`src/rtl/isp_arb_pkg.sv`:
```
// Shared types and constants for the ISP register-port arbiter.
package isp_arb_pkg;

    typedef enum logic [1:0] {
        S_IDLE   = 2'd0,
        S_GNT_WB = 2'd1,
        S_GNT_LA = 2'd2,
        S_RESP   = 2'd3
    } arb_state_e;

    localparam logic       GNT_WB   = 1'b0;
    localparam logic       GNT_LA   = 1'b1;
    localparam logic [3:0] LA_WSTRB = 4'hF;

    // Round-robin tie-break: serve whoever did not own the port last time.
    function automatic logic pick_la(input logic wb_req, input logic la_req, input logic last_gnt);
        logic sel;
        if (la_req && wb_req) begin
            sel = (last_gnt == GNT_WB);
        end else begin
            sel = la_req;
        end
        return sel;
    endfunction

endpackage

```
`src/rtl/isp_arb_watchdog.sv`:
```
// Stall watchdog: counts cycles a core request is outstanding and saturates at the limit.
module isp_arb_watchdog
    import isp_arb_pkg::*;
#(
    parameter int TIMEOUT = 255
) (
    input  logic clk,
    input  logic rst_n,
    input  logic clear,
    input  logic enable,
    output logic expire
);

    localparam logic [7:0] LIMIT = 8'(TIMEOUT);

    logic [7:0] count_r;

    // Count loads 1 on grant so the first core_valid cycle is cycle 1; it stops at LIMIT.
    always_ff @(posedge clk or negedge rst_n) begin
        if (!rst_n) begin
            count_r <= 8'd0;
        end else if (clear) begin
            count_r <= 8'd1;
        end else if (enable && (count_r != LIMIT)) begin
            count_r <= count_r + 8'd1;
        end else begin
            count_r <= count_r;
        end
    end

    assign expire = enable && (count_r == LIMIT);

endmodule

```
`src/rtl/isp_access_arbiter.sv`:
```
// Round-robin arbiter sharing the ISP core register port between Wishbone and LA writers.
module isp_access_arbiter
    import isp_arb_pkg::*;
#(
    parameter int              BITS     = 16,
    parameter int              TIMEOUT  = 255,
    parameter logic [BITS-1:0] ERR_DATA = {BITS{1'b1}}
) (
    input  logic            clk,
    input  logic            rst_n,
    input  logic            wb_valid,
    input  logic [3:0]      wb_wstrb,
    input  logic [BITS-1:0] wb_wdata,
    output logic            wb_ready,
    output logic [BITS-1:0] wb_rdata,
    input  logic            la_valid,
    input  logic [BITS-1:0] la_wdata,
    output logic            la_ready,
    output logic            core_valid,
    output logic [3:0]      core_wstrb,
    output logic [BITS-1:0] core_wdata,
    input  logic            core_ready,
    input  logic [BITS-1:0] core_rdata,
    output logic            grant,
    output logic            busy,
    input  logic            err_clr,
    output logic            timeout_err
);

    arb_state_e      state_r;
    logic            last_gnt_r;
    logic            core_valid_r;
    logic [3:0]      core_wstrb_r;
    logic [BITS-1:0] core_wdata_r;
    logic            wb_ready_r;
    logic            la_ready_r;
    logic [BITS-1:0] wb_rdata_r;
    logic            busy_r;
    logic            timeout_err_r;

    logic            in_gnt_s;
    logic            req_any_s;
    logic            pick_la_s;
    logic            wd_clear_s;
    logic            wd_expire_s;
    logic            timeout_hit_s;
    logic [BITS-1:0] rsp_data_s;

    // Request decode, watchdog control and response data selection.
    always_comb begin
        in_gnt_s      = (state_r == S_GNT_WB) || (state_r == S_GNT_LA);
        req_any_s     = wb_valid || la_valid;
        pick_la_s     = pick_la(wb_valid, la_valid, last_gnt_r);
        wd_clear_s    = (state_r == S_IDLE) && req_any_s;
        timeout_hit_s = wd_expire_s && !core_ready;
        if (core_ready) begin
            rsp_data_s = core_rdata;
        end else begin
            rsp_data_s = ERR_DATA;
        end
    end

    isp_arb_watchdog #(
        .TIMEOUT (TIMEOUT)
    ) u_watchdog (
        .clk    (clk),
        .rst_n  (rst_n),
        .clear  (wd_clear_s),
        .enable (in_gnt_s),
        .expire (wd_expire_s)
    );

    // Arbitration FSM with all port-facing outputs registered.
    always_ff @(posedge clk or negedge rst_n) begin
        if (!rst_n) begin
            state_r      <= S_IDLE;
            last_gnt_r   <= GNT_LA;
            core_valid_r <= 1'b0;
            core_wstrb_r <= 4'h0;
            core_wdata_r <= {BITS{1'b0}};
            wb_ready_r   <= 1'b0;
            la_ready_r   <= 1'b0;
            wb_rdata_r   <= {BITS{1'b0}};
            busy_r       <= 1'b0;
        end else begin
            case (state_r)
                S_IDLE: begin
                    wb_ready_r <= 1'b0;
                    la_ready_r <= 1'b0;
                    wb_rdata_r <= {BITS{1'b0}};
                    if (req_any_s) begin
                        core_valid_r <= 1'b1;
                        busy_r       <= 1'b1;
                        last_gnt_r   <= pick_la_s;
                        if (pick_la_s) begin
                            core_wstrb_r <= LA_WSTRB;
                            core_wdata_r <= la_wdata;
                            state_r      <= S_GNT_LA;
                        end else begin
                            core_wstrb_r <= wb_wstrb;
                            core_wdata_r <= wb_wdata;
                            state_r      <= S_GNT_WB;
                        end
                    end else begin
                        core_valid_r <= 1'b0;
                        busy_r       <= 1'b0;
                        state_r      <= S_IDLE;
                    end
                end
                S_GNT_WB, S_GNT_LA: begin
                    // core_ready beats a simultaneous watchdog expiry.
                    if (core_ready || wd_expire_s) begin
                        core_valid_r <= 1'b0;
                        wb_ready_r   <= (state_r == S_GNT_WB);
                        la_ready_r   <= (state_r == S_GNT_LA);
                        if (state_r == S_GNT_WB) begin
                            wb_rdata_r <= rsp_data_s;
                        end else begin
                            wb_rdata_r <= {BITS{1'b0}};
                        end
                        state_r <= S_RESP;
                    end else begin
                        state_r <= state_r;
                    end
                end
                S_RESP: begin
                    wb_ready_r <= 1'b0;
                    la_ready_r <= 1'b0;
                    wb_rdata_r <= {BITS{1'b0}};
                    busy_r     <= 1'b0;
                    state_r    <= S_IDLE;
                end
                default: begin
                    core_valid_r <= 1'b0;
                    wb_ready_r   <= 1'b0;
                    la_ready_r   <= 1'b0;
                    wb_rdata_r   <= {BITS{1'b0}};
                    busy_r       <= 1'b0;
                    state_r      <= S_IDLE;
                end
            endcase
        end
    end

    // Sticky timeout flag; a new timeout outranks a same-cycle clear.
    always_ff @(posedge clk or negedge rst_n) begin
        if (!rst_n) begin
            timeout_err_r <= 1'b0;
        end else if (timeout_hit_s) begin
            timeout_err_r <= 1'b1;
        end else if (err_clr) begin
            timeout_err_r <= 1'b0;
        end else begin
            timeout_err_r <= timeout_err_r;
        end
    end

    assign core_valid  = core_valid_r;
    assign core_wstrb  = core_wstrb_r;
    assign core_wdata  = core_wdata_r;
    assign wb_ready    = wb_ready_r;
    assign la_ready    = la_ready_r;
    assign wb_rdata    = wb_rdata_r;
    assign grant       = last_gnt_r;
    assign busy        = busy_r;
    assign timeout_err = timeout_err_r;

endmodule

```
`config.mk`:
```
export PLATFORM = sky130hd
export DESIGN_NAME = isp_access_arbiter
export DESIGN_NICKNAME = d
export VERILOG_FILES = /design/src/rtl/isp_arb_pkg.sv /design/src/rtl/isp_arb_watchdog.sv /design/src/rtl/isp_access_arbiter.sv
export SDC_FILE = /design/constraint.sdc
export NUM_CORES = 1
export LEC_CHECK = 0
export CAP_MARGIN = 20
export CORE_MARGIN = 2
export CORE_UTILIZATION = 35
export DETAILED_ROUTE_END_ITERATION = 7
export GPL_ROUTABILITY_DRIVEN = 0
export PLACE_DENSITY_LB_ADDON = 0.08
export SKIP_CTS_REPAIR_TIMING = 1
export SLEW_MARGIN = 0
export SYNTH_ARGS = -nofsm -noshare
export SYNTH_HDL_FRONTEND = slang
export SYNTH_SLANG_ARGS = --single-unit
```
`constraint.sdc`:
```
create_clock -name clk -period 4 [get_ports clk]
set_input_delay 0.6 -clock clk [delete_from_list [all_inputs] [get_ports clk]]
set_output_delay 0.6 -clock clk [all_outputs]
set_load 0.005 [all_outputs]
```
==> impl_metrics.toml <==
[timing]
post-route-period-util = 0.545
rsz0062_at_grt = "no"
tightest_slew_ns = 0.662
maxSlewViolCount = 0
setup_viol = 0
clock.fmax_ghz = 0.459
tns_ns = 0
clock_skew_ns = 0.00823
max_slew_margin = 0.559
hold_viol = 0
period_needed_ns = 2.18
hold_ws_ns = 0.394

[route]
via_per_inst = 4.90
drt-pass1-iter-count = 4
ant_nets = 0
post-route-drc-count = 0
drt_iter0_markers = 115
via_count = 2122
wl_per_cell_um = 14.2
wl_um = 6130

[layout]
fillers = 676
drive_gt1_frac = 0.0749
nNetsFinal = 398
area_growth_pct = 44.6
post-route-util = 0.520
seq_area_mm2 = 0.00130
diodes = 0
multiInputGateArea_mm2 = 0.00117

[power_and_ir_drop]
ir_worst_vdd_uv = 229
p_switching_uw = 749
leakage_uw = 0.00160
p_per_area_mw_per_mm2 = 581
comb_power_share = 0.453
pwr-share-clk = 0.167
p_sw_frac = 0.343
pwr-share-seq = 0.380
p_total_uw = 2180
p_int_uw = 1430

[logic_synthesis]
synth-seq-area-share = 0.501
async_reset_ff_frac = 1.00
netlist.area_leader.share = 0.491
synth_fp_nets = 305
synth_area_mm2 = 0.00260
ys_ff_latch = 52
yosysMostFrequentCell = "dfrtp_1"
synth_edf_count = 0
yosysWarningCount = 0
synthTopCellsByCount = "dfrtp_1, nand2_1, mux2i_1, o21ai_0"
yosysTopAreaCell = "dfrtp_1"
synth.area.top_cells = "dfrtp_1, mux2i_1, a22o_1"
syn_inst = 240
yosysUniqueCellTypes = 38
ys.flop_type = "dfrtp_1"
synth.avg_cell_area_um2 = 10.8

[worst_setup_path]
worstPathArrival_ns = 2.38
cp.required_ns = 4.20
crit_fanout = 21
crit_type = "reg2reg"
startpoint_type = "flop"
endpoint_kind = "flop"

[run_status]
outcome = "finished, final reports clean"

[clock_tree]
clkLatencyLatePin_ns = 0.31
cts_buffers = 5
clk_pin_slew_ns = 0.10
cts_buffer_depth = 2
cts_tree = "done"
cts-htree-levels = 2
clock_sinks = 52
clockRootBuffer = "clkbuf_8"

[grt]
grt_max_degree = 53
track_usage = 0.156
grt_pass1_vias = 2074
grt_remaining_overflow = 0
grt_pass1_wl_um = 10300
antenna_found_initial = 0

[die]
core-area_mm2 = 0.00721
io_pins = 100
start_util = 0.360
die_h_um = 90.1
rows = 31
die_area_mm2 = 0.00813
fp.dieW_um = 90.1

[placement]
port_buffers = 99
dp_hpwl_um = 4250

[hold_path]
hp-class = "in2async"

[flow_run]
drv_cap = 0
[worst max-delay path, stage by stage (launching register included)]
cell	delay, ns
dfrtp_1	0.44
inv_1	0.10
ha_1	0.45
inv_1	0.19
a211oi_4	0.22
buf_4	0.30
mux2_2	0.36
[per-stage QoR]
| step | instances | setup slack (ns) | cell area [um^2] |
|---|---|---|---|
| 5_1_grt | 433 | 1.66 | 3750 |
| 3_3_place_gp | 425 | 1.80 | 3640 |
| 4_1_cts | 433 | 1.83 | 3750 |
| 6_report | 433 | 1.82 | 3750 |
| 2_1_floorplan | 240 | 2.17 | 2600 |
| 3_5_place_dp | 425 | 1.77 | 3640 |
[final cells by class]
cell class / instances / share of cell area
Sequential cell: 52 / 0.347
Multi-Input combinational cell: 164 / 0.312
Timing Repair Buffer: 104 / 0.273
Tap cell: 99 / 0.0330
Clock buffer: 5 / 0.0183
Clock inverter: 3 / 0.0113
Inverter: 6 / 0.00600
[flip-flops by register name (all words and copies together) (netlist names)]
register and cells:
wb_rdata 16, core_wstrb 4, grant 1, busy 1
wb_ready 1, state_r 2, core_wdata 16, core_valid 1
timeout_err 1, la_ready 1, u_watchdog.count_r 8
[cell usage in the layout (no fill, tap or decap), drive strengths merged]
master	Yosys	final
clkinv	0	1
mux2i	21	21
bufinv	0	1
clkdlybuf4s50	0	98
a31oi	3	3
dfstp	1	1
nor2	3	3
a211oi	4	4
and3	3	3
ha	7	7
o21a	1	1
o21ai	19	19
nor3	2	2
and2	2	2
a21oi	4	4
clkinvlp	0	1
a21boi	1	1
a22o	17	17
o32ai	1	1
buf	15	6
o22a	4	4
nand4	1	1
clkbuf	3	5
o22ai	1	1
mux2	3	3
nor2b	1	1
inv	6	6
dfrtp	51	51
and4	6	6
o31ai	17	17
nand3	3	3
nand2	38	38
nand2b	2	2
[kinds of logic after synthesis]
kind of cell / share of synthesized area
muxes: 0.0968
adders and majority gates: 0.0337
DFF: 0.501
buffers and inverters: 0.0491
AOI/OAI and AO/OA: 0.201
and+or+nand+nor: 0.118
[routing by layer]
layer	share of wire	GRT usage
met2	0.44	0.228
met1	0.47	0.213
met5	0	0
met3	0.078	0.0620
met4	0.014	0.0487
[final timing paths]
kind                                 from                    end  slack (ns)  depth (start not counted)
max                            state_r[0]               la_ready        1.82                          6
min                                 rst_n  u_watchdog.count_r[0]        0.39                          2
max reg2reg                    state_r[0]               la_ready        1.82                          6
min reg2reg                core_wdata[13]         core_wdata[13]        0.48                          2
max in group asynchronous           rst_n                   busy        3.16                          2
min in group clk           core_wdata[13]         core_wdata[13]        0.48                          2
[power by group through the flow]
stage | clock network, uW | logic, uW | registers [uW]
global placement | 0 | 997 | 828
CTS | 377 | 1010 | 830
global route | 407 | 1110 | 854
detailed placement | 0 | 1010 | 835
floorplan | 0 | 534 | 832
finish | 364 | 990 | 829
No activity file was read; power rests on OpenSTA's default activity.
